File: config.mk
export PLATFORM = sky130hd
export DESIGN_NAME = core_rst_seq_flat
export DESIGN_NICKNAME = d
export VERILOG_FILES = /design/src/rtl/core_rst_seq_if.sv /design/src/rtl/core_rst_seq.sv /design/src/flat_wrapper.sv
export SDC_FILE = /design/constraint.sdc
export NUM_CORES = 1
export LEC_CHECK = 0
export CAP_MARGIN = 20
export CORE_MARGIN = 8
export CORE_UTILIZATION = 39
export CTS_BUF_LIST = sky130_fd_sc_hd__clkbuf_8
export CTS_CLUSTER_DIAMETER = 200
export DETAILED_ROUTE_END_ITERATION = 8
export PLACE_DENSITY_LB_ADDON = 0.2
export RECOVER_POWER = 50
export SYNTH_ARGS = -nofsm -noshare
export SYNTH_HDL_FRONTEND = slang
export SYNTH_SLANG_ARGS = --single-unit
export TNS_END_PERCENT = 10
File: constraint.sdc
create_clock -name clk -period 2.5 [get_ports clk]
set_input_delay 0.5 -clock clk [delete_from_list [all_inputs] [get_ports clk]]
set_output_delay 0.5 -clock clk [all_outputs]
set_load 0.1 [all_outputs]
File: src/rtl/core_rst_seq_if.sv
// Signal bundle between the configuration block / core fabric and the core reset sequencer.
interface core_rst_seq_if #(
    parameter int unsigned XLEN = 32
);
    logic            rst_req_n;
    logic [XLEN-1:0] bootvec_in;
    logic            wdt_rst;
    logic            bus_idle;
    logic            bus_rstn;
    logic            core_rstn;
    logic [XLEN-1:0] core_bootvec;
    logic            rst_busy;
    logic [1:0]      rst_cause;

    // Environment side: raises requests, observes the staged resets.
    modport master (
        output rst_req_n, bootvec_in, wdt_rst, bus_idle,
        input  bus_rstn, core_rstn, core_bootvec, rst_busy, rst_cause
    );

    // Sequencer side.
    modport slave (
        input  rst_req_n, bootvec_in, wdt_rst, bus_idle,
        output bus_rstn, core_rstn, core_bootvec, rst_busy, rst_cause
    );
endinterface

File: src/rtl/core_rst_seq.sv
// Core reset sequencer: releases the bus/interconnect reset, then the CPU core reset,
// latches the boot vector at core release and records why the core last went down.
module core_rst_seq #(
    parameter int unsigned XLEN          = 32,
    parameter int unsigned SYNC_STAGES   = 2,
    parameter int unsigned HOLD_CYCLES   = 16,
    parameter int unsigned STAGGER       = 4,
    parameter int unsigned DRAIN_TIMEOUT = 64
) (
    input logic          clk,
    input logic          rstn,
    core_rst_seq_if.slave seq
);

    typedef enum logic [2:0] {
        ST_RST,
        ST_HOLD,
        ST_STAG,
        ST_RUN,
        ST_DRAIN
    } state_t;

    localparam logic [7:0] HOLD_LD  = 8'(HOLD_CYCLES - 1);
    localparam logic [7:0] STAG_LD  = 8'(STAGGER - 1);
    localparam logic [7:0] DRAIN_LD = 8'(DRAIN_TIMEOUT - 1);

    localparam logic [1:0] CAUSE_SW      = 2'b01;
    localparam logic [1:0] CAUSE_WDT     = 2'b10;
    localparam logic [1:0] CAUSE_TIMEOUT = 2'b11;

    state_t                 state, state_nxt;
    logic [7:0]             cnt, cnt_nxt;
    logic                   cnt_zero;
    logic [SYNC_STAGES-1:0] sync;
    logic                   req_s;

    logic            bus_q, bus_d;
    logic            core_q, core_d;
    logic            busy_q, busy_d;
    logic [1:0]      cause_q, cause_d;
    logic [XLEN-1:0] bv_q, bv_d;

    assign req_s    = sync[SYNC_STAGES-1];
    assign cnt_zero = (cnt == 8'd0);

    // Synchronize the asynchronous software reset request into clk.
    always_ff @(posedge clk or negedge rstn) begin
        if (!rstn) begin
            sync <= '0;
        end else begin
            sync <= {sync[SYNC_STAGES-2:0], seq.rst_req_n};
        end
    end

    // State, wait counter and registered outputs.
    always_ff @(posedge clk or negedge rstn) begin
        if (!rstn) begin
            state   <= ST_RST;
            cnt     <= '0;
            bus_q   <= 1'b0;
            core_q  <= 1'b0;
            busy_q  <= 1'b1;
            cause_q <= 2'b00;
            bv_q    <= '0;
        end else begin
            state   <= state_nxt;
            cnt     <= cnt_nxt;
            bus_q   <= bus_d;
            core_q  <= core_d;
            busy_q  <= busy_d;
            cause_q <= cause_d;
            bv_q    <= bv_d;
        end
    end

    // Next state and wait counter.
    always_comb begin
        state_nxt = state;
        cnt_nxt   = cnt;
        case (state)
            ST_RST: begin
                if (req_s) begin
                    state_nxt = ST_HOLD;
                    cnt_nxt   = HOLD_LD;
                end
            end
            ST_HOLD: begin
                if (!req_s) begin
                    state_nxt = ST_RST;
                end else if (cnt_zero) begin
                    state_nxt = ST_STAG;
                    cnt_nxt   = STAG_LD;
                end else begin
                    cnt_nxt = cnt - 8'd1;
                end
            end
            ST_STAG: begin
                if (!req_s) begin
                    state_nxt = ST_RST;
                end else if (cnt_zero) begin
                    state_nxt = ST_RUN;
                end else begin
                    cnt_nxt = cnt - 8'd1;
                end
            end
            ST_RUN: begin
                if (seq.wdt_rst || !req_s) begin
                    state_nxt = ST_DRAIN;
                    cnt_nxt   = DRAIN_LD;
                end
            end
            ST_DRAIN: begin
                if (seq.bus_idle || cnt_zero) begin
                    state_nxt = ST_RST;
                end else begin
                    cnt_nxt = cnt - 8'd1;
                end
            end
            default: state_nxt = ST_RST;
        endcase
    end

    // Next values of the output flops; outputs leave the block straight from registers.
    always_comb begin
        bus_d   = bus_q;
        core_d  = core_q;
        busy_d  = busy_q;
        cause_d = cause_q;
        bv_d    = bv_q;
        case (state)
            ST_RST: begin
                bus_d  = 1'b0;
                core_d = 1'b0;
                busy_d = 1'b1;
            end
            ST_HOLD: begin
                if (req_s && cnt_zero) begin
                    bus_d = 1'b1;
                end
            end
            ST_STAG: begin
                if (!req_s) begin
                    bus_d = 1'b0;
                end else if (cnt_zero) begin
                    bv_d   = seq.bootvec_in;
                    core_d = 1'b1;
                    busy_d = 1'b0;
                end
            end
            ST_RUN: begin
                if (seq.wdt_rst) begin
                    cause_d = CAUSE_WDT;
                    core_d  = 1'b0;
                    busy_d  = 1'b1;
                end else if (!req_s) begin
                    cause_d = CAUSE_SW;
                    core_d  = 1'b0;
                    busy_d  = 1'b1;
                end
            end
            ST_DRAIN: begin
                core_d = 1'b0;
                if (seq.bus_idle) begin
                    bus_d = 1'b0;
                end else if (cnt_zero) begin
                    bus_d   = 1'b0;
                    cause_d = CAUSE_TIMEOUT;
                end
            end
            default: begin
                bus_d  = 1'b0;
                core_d = 1'b0;
                busy_d = 1'b1;
            end
        endcase
    end

    assign seq.bus_rstn     = bus_q;
    assign seq.core_rstn    = core_q;
    assign seq.rst_busy     = busy_q;
    assign seq.rst_cause    = cause_q;
    assign seq.core_bootvec = bv_q;

endmodule
File: src/flat_wrapper.sv
// flat-port wrapper written by rule: the top's interface ports become plain ports
module core_rst_seq_flat 
#(
    parameter int unsigned XLEN          = 32,
    parameter int unsigned SYNC_STAGES   = 2,
    parameter int unsigned HOLD_CYCLES   = 16,
    parameter int unsigned STAGGER       = 4,
    parameter int unsigned DRAIN_TIMEOUT = 64
)
  (clk, rstn, seq_rst_req_n, seq_bootvec_in, seq_wdt_rst, seq_bus_idle, seq_bus_rstn, seq_core_rstn, seq_core_bootvec, seq_rst_busy, seq_rst_cause);
  core_rst_seq_if #(.XLEN(XLEN)) seq_i ();
  input logic clk;
  input logic rstn;
  input wire logic [$bits(seq_i.rst_req_n)-1:0] seq_rst_req_n;
  input wire logic [$bits(seq_i.bootvec_in)-1:0] seq_bootvec_in;
  input wire logic [$bits(seq_i.wdt_rst)-1:0] seq_wdt_rst;
  input wire logic [$bits(seq_i.bus_idle)-1:0] seq_bus_idle;
  output wire logic [$bits(seq_i.bus_rstn)-1:0] seq_bus_rstn;
  output wire logic [$bits(seq_i.core_rstn)-1:0] seq_core_rstn;
  output wire logic [$bits(seq_i.core_bootvec)-1:0] seq_core_bootvec;
  output wire logic [$bits(seq_i.rst_busy)-1:0] seq_rst_busy;
  output wire logic [$bits(seq_i.rst_cause)-1:0] seq_rst_cause;
  assign seq_i.rst_req_n = seq_rst_req_n;
  assign seq_i.bootvec_in = seq_bootvec_in;
  assign seq_i.wdt_rst = seq_wdt_rst;
  assign seq_i.bus_idle = seq_bus_idle;
  assign seq_bus_rstn = seq_i.bus_rstn;
  assign seq_core_rstn = seq_i.core_rstn;
  assign seq_core_bootvec = seq_i.core_bootvec;
  assign seq_rst_busy = seq_i.rst_busy;
  assign seq_rst_cause = seq_i.rst_cause;
  core_rst_seq #(.XLEN(XLEN), .SYNC_STAGES(SYNC_STAGES), .HOLD_CYCLES(HOLD_CYCLES), .STAGGER(STAGGER), .DRAIN_TIMEOUT(DRAIN_TIMEOUT)) u_core (.clk(clk), .rstn(rstn), .seq(seq_i));
endmodule
* Word level (Yosys, flattened, before mapping)
Cells that the tools add are included.
Widths: inputs -> output; s select.
** Word-level totals
- Flip-flop bits (word level) :: 50
- Input port bits :: 37
** Operators by class
- Add/sub/neg operators :: 1
- Equal/unequal tests :: 20
- Multiplexer cells :: 34
- Bitwise operators :: 3
- Reduce and logical (&&, ||, !) cells :: 16
** Operators with widths (number)
- $mux 8 :: 7
- $pmux 8 s5 :: 1
- $mux 3 :: 7
- $ne 2x1->1 const B :: 8
- $reduce_and 4->1 :: 4
- $pmux 3 s5 :: 1
- $mux 1 :: 10
- $ne 3x2->1 const B :: 3
- $logic_not 8->1 :: 1
- $mux 2 :: 4
- $ne 2x2->1 const B :: 4
- $sub 8x1->8 const B :: 1
- $reduce_and 7->1 :: 1
- $eq 3x2->1 const B :: 2
- $pmux 1 s3 :: 2
- $reduce_and 5->1 :: 1
- $reduce_bool 5->1 :: 1
- $pmux 1 s4 :: 1
- $pmux 2 s2 :: 1
- $eq 3x1->1 const B :: 1
- $eq 3x3->1 const B :: 1
- $logic_not 3->1 :: 1
- $ne 3x3->1 const B :: 1
- $not 1->1 :: 3
- other kinds (6) :: 7

* Longest topological paths before layout
Gate-level depths: netlist of the first run.
- Depth in word-level cells :: 4
- Gate-level depth with buffers :: 9
- Mapped depth without buffers :: 7

* Worst setup path after synthesis of the first run
OpenSTA, ideal clock, no wires.
- Path kind :: reg-to-reg
- Start point :: register u_core.cnt[0]
- End point :: register u_core.cnt[3]
- Library setup time :: 121 ps
- Data arrival time :: 2002 ps
- Path slack :: 377 ps
- Cell stages (with the launch flop) :: 10
- Buffers on the path :: 2
- Period minus slack after synthesis :: 2123 ps
- Cell sequence :: dfrtp_1 -> inv_1 -> ha_1 -> or4b_1 -> buf_2 -> or2_1 -> buf_6 -> a21oi_4 -> o21ai_1 -> a22o_1
** Between the ends
- Word-level cells in the longest chain between the ends :: 4
- Elaborated cells on any way between the ends :: 12
** Ends and longest elaborated chain
- start: declaration :: line core_rst_seq.sv:32 : logic [7:0] cnt, cnt_nxt;
- start signal: assignment :: line core_rst_seq.sv:67 : cnt <= cnt_nxt;
- $sub 8x1->8 / $logic_not 8->1 (equally long branches)
- $mux 8, or another cell as far along :: line core_rst_seq.sv:100 : end else if (cnt_zero) begin
- $mux 8, or another cell as far along :: line core_rst_seq.sv:98 : if (!req_s) begin
- $pmux 8 s5 / $reduce_and 7->1 (equally long branches)
Parallel ways exist; a longest one is shown, timed or not. The select of a mux whose other input is x is not followed.
A chain may end at the register's enable or synchronous reset.

* Worst setup path in the final report of the first run
Same ends and word-level chain as after synthesis.

==> summary.md, run 1 <==
| Metric | Value |
|---|---|
| Status | completed |
| Core footprint | 5574 um2 |
| Clock buffer depth | 2 |
| DP Area | 2975 um2 |
| Hold_buf cts | 0 |
| Multi-input logic area | roughly 940 um2 |
| DRC Markers | 0 |
| CTS tree | done |
| Max-Cap Viols | 0 |
| Comb pwr share | between 20% and 30% |
| GPL Wtd Cong | 0.8261 |
| Post-route cell area | 3017 um2 |
| Initial Util | 40.67% |
| Vias after detailed routing | about 1700 |
| Io pins | 74 |
| RSZ-0062 raised after global routing | no |
| Synthesized area | 2267 um2 |
| Total wire length | between 5000 and 6000 um |
| HPWL Detailed | around 4000 um |
| Total CTS buffers | 5 |
| Fin. Hold Viols | 0 |
| Reg-to-reg slack, setup | 200 ps |
| Commonest cells post-synth | dfrtp_1 (49), mux2_2 (31), nor2_1 (22) |
| First-pass GRT wire length | 8894 um |
| Hold Path Class | flip-flop to flip-flop |
| Synth top area cells | dfrtp_1 (54%), mux2_2 (15%), nor2_1 (3.6%), a21oi_1 (2.0%), nand2_1 (1.5%) |
| Sequential element share of the synthesized area | 55.24% |
| Global route total overflow | 0 |
| Final setup fails | 0 |
| Final critical-path setup slack | approximately 200 ps |
| Reg2reg path depth | 7 |
| Worst-case clock skew | between 10 and 15 ps |
| Rel. slew slack | approximately 11% |
| Synth Instances | 194 |
| Register bit total from synthesis | 50 |
| Clock Pin Slew Worst Setup and Hold Paths | 90 ps |
| Leak Pwr | ~1.3 nW |
| Crit Path Max Fanout | 7 |
| Setup TNS | 0 ps |
| Initial antenna violation count | 0 |
| Crit Reg-Reg Startpoint | u_core.cnt[0] |
| Hold endpoint | u_core.sync[1] |
| Per-instance average area after synthesis | 11.69 um2 |
| P&R area growth vs syn | 33.06% |
| Netlist cell types | 47 |
| Drt via density | 5.082 |
| Buffers on Ports | 73 |
| CTS sink count | 50 |
| Final period utilization | 92.05% |
| Pre-antenna DRT Iters | 4 |
| Top-area cell type share of the netlist area | 54.08% |
| Clk pwr share | 29.2% |
| Pre-CTS worst setup slack | 203.4 ps |
| Seq pwr share | between 40% and 50% |
| Post-layout min period | 2301 ps |
| Worst setup EP type | flip-flop |
| CTS H-Tree Depth | 2 |
| Critical Path AT | 2490 ps |
| Root Driver | clkbuf_8 |
| Number of gates resized after cts | 0 |
| Sw Share | between 30% and 40% |
| Initial DRC Count | 49 |
| Hold Startpoint | u_core.sync[0] |
| Ys flop type | dfrtp_1 |
| WHS Path Cells | 0 |
| WL/cell | 15.30 um |
| Die Height | a little over 90 um |
| Vias in the first global route | 1859 |
| Die area | 8509 um2 |
| CP Launch Type | flip-flop |
| Yosys warnings | 0 |
| Clk Latency, worst-skew pair | 300 ps |
| Number of synthesized flops with an enable pin | 0 |
| Net Sw Power | about 0.62 mW |
| Critical R2R Capture | u_core.cnt[3] |
| Storage cell area | 1252 um2 |
| Max Freq | 0.4346 GHz |
| Postcts setup bufs | 0 |
| Rows | 27 |
| Worst EP required | around 2700 ps |
| P_int | 1.281 mW |
| Proportion of layout cells with a drive suffix above 1 | 25.65% |
| Layout fillers | 510 |
| Slew Limit Fails | 0 |
| Worst VDD drop | approximately 0.00035 V |
| Fin nets | 306 |
| Kind of critical path | flip-flop to flip-flop |
| Cell Pwr Density | approximately 630 nW/um2 |
| Count leader, synth | dfrtp_1 |
| Mapped Nets | 232 |
| Antenna-violating nets left | 0 |
| Largest net degree at the start of global routing | 33 |
| Total track usage | ~13% |
| # diodes | 0 |
| Async set-reset flop share out of synthesis | 100.0% |
| Die Wd | 92.25 um |
| Tightest Pin Transition | 1332 ps |
| Dominant cell type by area after synthesis | dfrtp_1 |
metal layers:
layer	wire length (um)	vias to the layer above	track usage [%]	part of all wire, %
met4	65	0	4.430	1.2
met5	0	-	0	0
li1	-	835	-	-
met1	2133	835	14.58	41
met2	2413	56	19.49	46
met3	603	7	7.824	12
worst max-delay path by stage:
stage | from | end | slack (ps)
floorplan | u_core.cnt[0] | u_core.cnt[3] | 380
global placement | u_core.cnt[0] | u_core.cnt[5] | 250
detailed placement | u_core.cnt[0] | u_core.cnt[5] | 200
CTS | u_core.cnt[0] | u_core.cnt[3] | 180
global route | u_core.cnt[0] | u_core.cnt[5] | 60
finish | u_core.cnt[0] | u_core.cnt[3] | 200
critical path: stages, from the launching register on:
cell and delay (ps):
dfrtp_1 400, inv_1 80, ha_1 190, or4b_1 610, or2_1 390, a21oi_4 210, o21ai_1 90, a22o_1 230
final cells by class:
type                       count  area share [%]
timing repair buffer          79           20.20
clock buffer                   5           2.281
clock inverter                 3           1.369
tap                           72           2.986
sequential                    50           41.52
inverter                       5          0.6221
multi-input combinational    127           31.02
power groups by stage:
stage,Sequential (mW),Clock [mW],Combinational (mW)
after floorplan,1.13,0,0.0917
after global placement,0.905,0,0.470
after detailed placement,0.907,0,0.472
after CTS,0.891,0.581,0.473
after global routing,0.898,0.598,0.481
final,0.890,0.554,0.455
logic make-up (layout without fill, tap and decap cells):
family,after synthesis,after routing,share of synthesized area (%)
flops,50,50,55.24
xor+xnor,2,2,0.7728
fa+ha+maj,1,1,0.5518
mux,33,33,16.34
buf+inv,17,92,3.477
simple gates,56,56,12.64
compound gates,35,35,10.98
stage by stage:
step	std cells	power (mW)	hold WS, ps	utilization (%)
floorplan	194	1.222	204.4	-
global placement	333	1.375	341.6	53.38
detailed placement	333	1.379	345.6	53.38
CTS	341	1.945	191.0	55.35
global route	341	1.977	384.1	54.12
finish	341	1.899	362.6	54.12
layout by cell type (no fill, tap or decap), types with 2 or more instances in the layout:
master | netlist | layout
inv_1 | 5 | 6
o31ai_1 | 2 | 2
nor3_1 | 3 | 3
a32o_1 | 2 | 2
a21oi_1 | 9 | 9
or3_1 | 2 | 2
nand2_1 | 9 | 9
a22o_1 | 2 | 2
nand2b_1 | 5 | 5
clkbuf_8 | 0 | 5
nor4_1 | 2 | 2
buf_4 | 0 | 25
clkdlybuf4s50_1 | 0 | 34
o21ai_0 | 6 | 6
nand3_1 | 2 | 2
nor2_1 | 22 | 22
mux2_2 | 31 | 31
nor3b_1 | 3 | 3
dfrtp_1 | 49 | 49
a21o_1 | 2 | 2
clkbuf_1 | 3 | 19
registers in the layout, indices dropped and copies added, names as in the netlist:
register and cells:
u_core.state 3, u_core.cnt 8, u_core.seq.bus_rstn 1, u_core.seq.core_rstn 1, u_core.sync 2, u_core.seq.rst_cause 2
u_core.seq.core_bootvec 32, u_core.seq.rst_busy 1
Power figures use the tool's default switching activity.
==> run 2, diff against run 1 <==
- CORE_UTILIZATION: 39 -> 47
==> run 2 against run 1 <==
Net effect: setup slack worse by 30 ps; critical endpoint is now u_core.seq.core_bootvec[1]; utilization rose by 9.4 points; register-to-register slack worse by 30 ps; sequential power is essentially flat; final cell count down 5.9%; clock-buffer cell count rose by 1; first-iteration DRC count decreased by 6.1%; highest routed layer unchanged; the run now ends with capacitance limit, slew limit left; hold slack lost 14 ps.
==> summary.md, run 2 (synthesis gave the netlist of run 1 again) <==
| Metric | Value |
|---|---|
| Slew Limit Fails | 39 |
| Root Driver | clkbuf_8 |
| P&R area growth vs syn | 31.40% |
| Hold_buf cts | 0 |
| Most frequent cells in the layout | dfrtp_1 (49), clkdlybuf4s50_1 (34), mux2_2 (31) |
| Die Height | 85.46 um |
| Layout fillers | a little under 400 |
| Max-Cap Viols | 1 |
| Initial Util | 48.32% |
| DRC Markers | 0 |
| Die area | 7303 um2 |
| Buffers on Ports | 73 |
| Total wire length | slightly above 5000 um |
| Failing checks | capacitance limit, slew limit |
| Worst EP required | 2670 ps |
| Initial antenna violation count | 0 |
| CTS H-Tree Depth | 2 |
| Post-layout min period | 2331 ps |
| Postcts setup bufs | 0 |
| Hold Path Class | flip-flop to flip-flop |
| Cell Pwr Density | 600.7 nW/um2 |
| Kind of critical path | flip-flop to flip-flop |
| Final period utilization | roughly 93% |
| Pre-antenna DRT Iters | 4 |
| Core footprint | 4692 um2 |
| # diodes | 0 |
| Clock Pin Slew Worst Setup and Hold Paths | about 80 ps |
| CP Launch Type | flip-flop |
| Drt via density | 5.296 |
| Commonest non-fill, non-tap cell in the layout | dfrtp_1 |
| Total track usage | 14.91% |
| First-pass GRT wire length | 8714 um |
| Worst-case clock skew | 3.815 ps |
| Proportion of layout cells with a drive suffix above 1 | between 20 and 30% |
| Final critical-path setup slack | about 170 ps |
| HPWL Detailed | about 4000 um |
| Hold Startpoint | u_core.sync[0] |
| Storage cell area | 1252 um2 |
| CTS sink count | 50 |
| Vias in the first global route | 1801 |
| Max Freq | approximately 0.43 GHz |
| Leak Pwr | around 1.3 nW |
| Global route total overflow | 0 |
| Total CTS buffers | 5 |
| Crit Reg-Reg Startpoint | u_core.cnt[0] |
| Rows | 25 |
| Fin nets | 306 |
| Rel. slew slack | -32.49% |
| Pre-CTS worst setup slack | 160.6 ps |
| Io pins | 74 |
| Initial DRC Count | 46 |
| Clk Latency, worst-skew pair | 280 ps |
| GPL Wtd Cong | 0.8018 |
| Status | complete, but fails checks |
| Worst setup EP type | flip-flop |
| Setup TNS | 0 ps |
| RSZ-0062 raised after global routing | no |
| Tightest Pin Transition | 1987 ps |
| Post-layout util | 63.49% |
| CP Launch Point | u_core.cnt[0] |
| CTS tree | done |
| Number of gates resized after cts | 0 |
| Multi-input logic area | 935.9 um2 |
| Crit Path Max Fanout | 29 |
| Die Wd | about 85 um |
| Clock buffer depth | 2 |
| Largest net degree at the start of global routing | 39 |
| Worst VDD drop | 0.0003893 V |
| Vias after detailed routing | 1700 |
| Antenna-violating nets left | 0 |
| Fin. Hold Viols | 0 |
| Largest register FFs | 32 |
| WL/cell | 16.15 um |
| WHS | 348.6 ps |
| Critical Path AT | 2500 ps |
| Final setup fails | 0 |
[run 2: cell types whose count changed in the layout (fill, tap and decap cells not counted), sizes merged]
cell,change
clkinvlp,-1
clkbuf,+1
inv,-1
bufinv,-1
[run 2: worst max-delay path, cell delays in order (launching register included)]
cell	delay, ps
dfrtp_1	410
inv_1	80
ha_1	190
or4b_1	590
nor2_4	200
nand2_1	190
buf_12	230
mux2_1	310
[run 2: final timing paths]
check,to,slack [ps],depth (start not counted)
max,u_core.seq.core_bootvec[1],170,7
min,u_core.sync[1],350,0
max reg2reg,u_core.seq.core_bootvec[1],170,7
max in group asynchronous,u_core.seq.core_bootvec[6],590,1
min reg2reg,u_core.sync[1],350,0
min in group asynchronous,u_core.state[2],760,1
[run 2: cell type report]
type | count | share of cell area, %
clock buffer | 6 | 2.772
inverter | 5 | 0.6300
multi-input combinational | 127 | 31.42
sequential | 50 | 42.04
tap | 54 | 2.268
timing repair buffer | 79 | 20.87
[run 2: layer usage]
metal	track usage [%]	vias up	wire length (um)
met1	17.57	820	2146
met4	3.344	0	19
met2	23.13	48	2501
met3	8.205	2	516
li1	-	830	-
met5	0	-	0
[run 2: report_power, final]
part,internal (mW),switching [mW]
logic,0.131,0.324
clock network,0.214,0.230
registers,0.855,0.0358
total,1.20,0.590
[run 2: stage by stage]
stage | area (um2) | power (mW) | instances
4_1_cts | 3048 | 1.829 | 321
3_5_place_dp | 2965 | 1.381 | 315
2_1_floorplan | 2267 | 1.222 | 194
5_1_grt | 2979 | 1.872 | 321
3_3_place_gp | 2965 | 1.376 | 315
6_report | 2979 | 1.790 | 321
==> run 3, diff against run 2 <==
- CELL_PAD_IN_SITES_DETAIL_PLACEMENT: default -> 2
- CELL_PAD_IN_SITES_GLOBAL_PLACEMENT: default -> 2
- CORE_UTILIZATION: 47 -> 30
==> run 3 against run 2 <==
Net effect: the flow now finishes without violations; highest routed layer unchanged; hold slack improved by 13 ps; sequential power about the same; maximum frequency increased by 3.0%; clock skew increased by 4.2 ps; cell area increased by 2.0%; final cell count increased by 15%.
==> summary.md, run 3 (synthesis gave the netlist of run 1 again) <==
| Metric | Value |
|---|---|
| Status | completed |
| Global route total overflow | 0 |
| RSZ-0062 raised after global routing | no |
| Total CTS buffers | 5 |
| Crit Path Max Fanout | 7 |
| Buffers on Ports | 73 |
| CTS sink count | 50 |
| Max Freq | 0.4420 GHz |
| Post-layout min period | 2263 ps |
| P&R area growth vs syn | 34.00% |
| Placed cell count | 360 |
| Seq pwr share | 48.5% |
| HPWL Detailed | 5000 um |
| Postcts setup bufs | 0 |
| Worst VDD drop | ~0.00033 V |
| Drt via density | 4.848 |
| Tightest Pin Transition | 1291 ps |
| Clk Latency, worst-skew pair | 310 ps |
| Largest net degree at the start of global routing | 51 |
| Final setup fails | 0 |
| CTS tree | done |
| Comb pwr share | 25.2% |
| Pre-antenna DRT Iters | 3 |
| Fin nets | 306 |
| GPL Wtd Cong | 0.7184 |
| Worst-case clock skew | 8.047 ps |
| Max-Cap Viols | 0 |
| Total wire length | 6643 um |
| Hold Path Class | flip-flop to flip-flop |
| DRC Markers | 0 |
| CTS H-Tree Depth | 2 |
| Commonest non-fill, non-tap cell in the layout | dfrtp_1 |
| CP Launch Type | flip-flop |
| WHS Path Cells | 0 |
| Io pins | 74 |
| Kind of critical path | flip-flop to flip-flop |
| P_int | 1.185 mW |
| Die Wd | approximately 100 um |
| Fin. Hold Viols | 0 |
| Die Height | 102.9 um |
| Rel. slew slack | 13.95% |
| Proportion of layout cells with a drive suffix above 1 | 27.51% |
| Most frequent cells in the layout | dfrtp_1 (49), clkdlybuf4s50_1 (34), mux2_2 (31) |
| Cell Pwr Density | 606.3 nW/um2 |
| Largest register FFs | 32 |
| Worst EP required | 2700 ps |
| Initial antenna violation count | 0 |
| WL/cell | ~18 um |
| Critical Path AT | 2460 ps |
| Setup TNS | 0 ps |
| First-pass GRT wire length | 10870 um |
| Reg2reg path depth | 7 |
| Clock Pin Slew Worst Setup and Hold Paths | about 100 ps |
| Clk pwr share | 26.3% |
| Total track usage | a little over an eighth |
| Vias after detailed routing | 1784 |
| Initial DRC Count | 7 |
| Antenna-violating nets left | 0 |
| Core footprint | 7292 um2 |
| Leak Pwr | 1.326 nW |
| Net Sw Power | ~0.66 mW |
| Clock buffer depth | 2 |
| Hold_buf cts | 0 |
| Initial Util | 31.09% |
| Sw Share | 35.67% |
| Die area | 10590 um2 |
| Root Driver | clkbuf_8 |
| # diodes | 0 |
| Non-filler cells, final | 368 |
| Slew Limit Fails | 0 |
| Worst setup EP type | flip-flop |
| Final period utilization | 90.50% |
| Vias in the first global route | 1997 |
| Rows | 31 |
==> run 3: cell count changes in the layout (fill, tap and decap cells not counted) <==
cell      delta
buf_2        +1
or4b_4       +1
or4b_1       -1
clkbuf_1     -3
clkbuf_2     +1
inv_6        +1
buf_12       -1
buf_4        +2
clkbuf_8     -1
clkinv_2     +2
==> run 3: power groups by stage <==
stage,logic [mW],clock network [mW],registers (mW)
2_1_floorplan,0.0917,0,1.13
3_3_place_gp,0.476,0,0.907
3_5_place_dp,0.480,0,0.909
4_1_cts,0.482,0.515,0.894
5_1_grt,0.489,0.544,0.902
6_report,0.463,0.485,0.894
==> run 3: cell type report <==
type | count | area, um2
Clock inverter | 3 | 18.77
Fill cell | 801 | 4254
Clock buffer | 5 | 68.82
Inverter | 5 | 18.77
Multi-Input combinational cell | 127 | 939.7
Sequential cell | 50 | 1252
Timing Repair Buffer | 79 | 615.6
Tap cell | 99 | 123.9
==> run 3: path summary, 6_finish.rpt <==
kind	end	startpoint	slack [ps]
min in group asynchronous	u_core.seq.core_bootvec[23]	rstn	540
hold / removal	u_core.sync[1]	u_core.sync[0]	360
setup reg to reg	u_core.cnt[3]	u_core.cnt[0]	240
max in group asynchronous	u_core.cnt[4]	rstn	1180
hold reg to reg	u_core.sync[1]	u_core.sync[0]	360
setup / recovery	u_core.cnt[3]	u_core.cnt[0]	240
==> run 3: per-stage QoR <==
stage / cell area (um2) / power (mW) / utilization (%) / hold slack (ps) / setup WS, ps
after floorplan: 2267 / 1.222 / - / 204.4 / 377.1
after global placement: 3009 / 1.383 / 41.27 / 337.4 / 220.8
after detailed placement: 3009 / 1.389 / 41.27 / 342.8 / 144.9
after CTS: 3097 / 1.891 / 42.47 / 313.2 / 112.4
after global routing: 3038 / 1.934 / 41.66 / 380.2 / 99.95
final: 3038 / 1.842 / 41.66 / 361.4 / 237.4
==> run 3: metal layers <==
| layer | wire, um | track usage, % |
|---|---|---|
| met5 | 0 | 0 |
| met4 | 25 | 2.781 |
| met2 | 3076 | 21.04 |
| met3 | 760 | 8.170 |
| met1 | 2779 | 15.11 |
==> run 3: worst max-delay path: stages (launching register included) <==
cell	delay [ps]
dfrtp_1	410
inv_1	90
ha_1	210
or4b_4	550
or2_1	350
a21oi_4	220
o21ai_1	100
a22o_1	230
==> run 3: repair_timing <==
| item | CTS | global route |
|---|---|---|
| resized for setup | 0 | 1 |
| endpoints found under the setup margin | 0 | 3 |
| hold endpoints to repair | 0 | 0 |
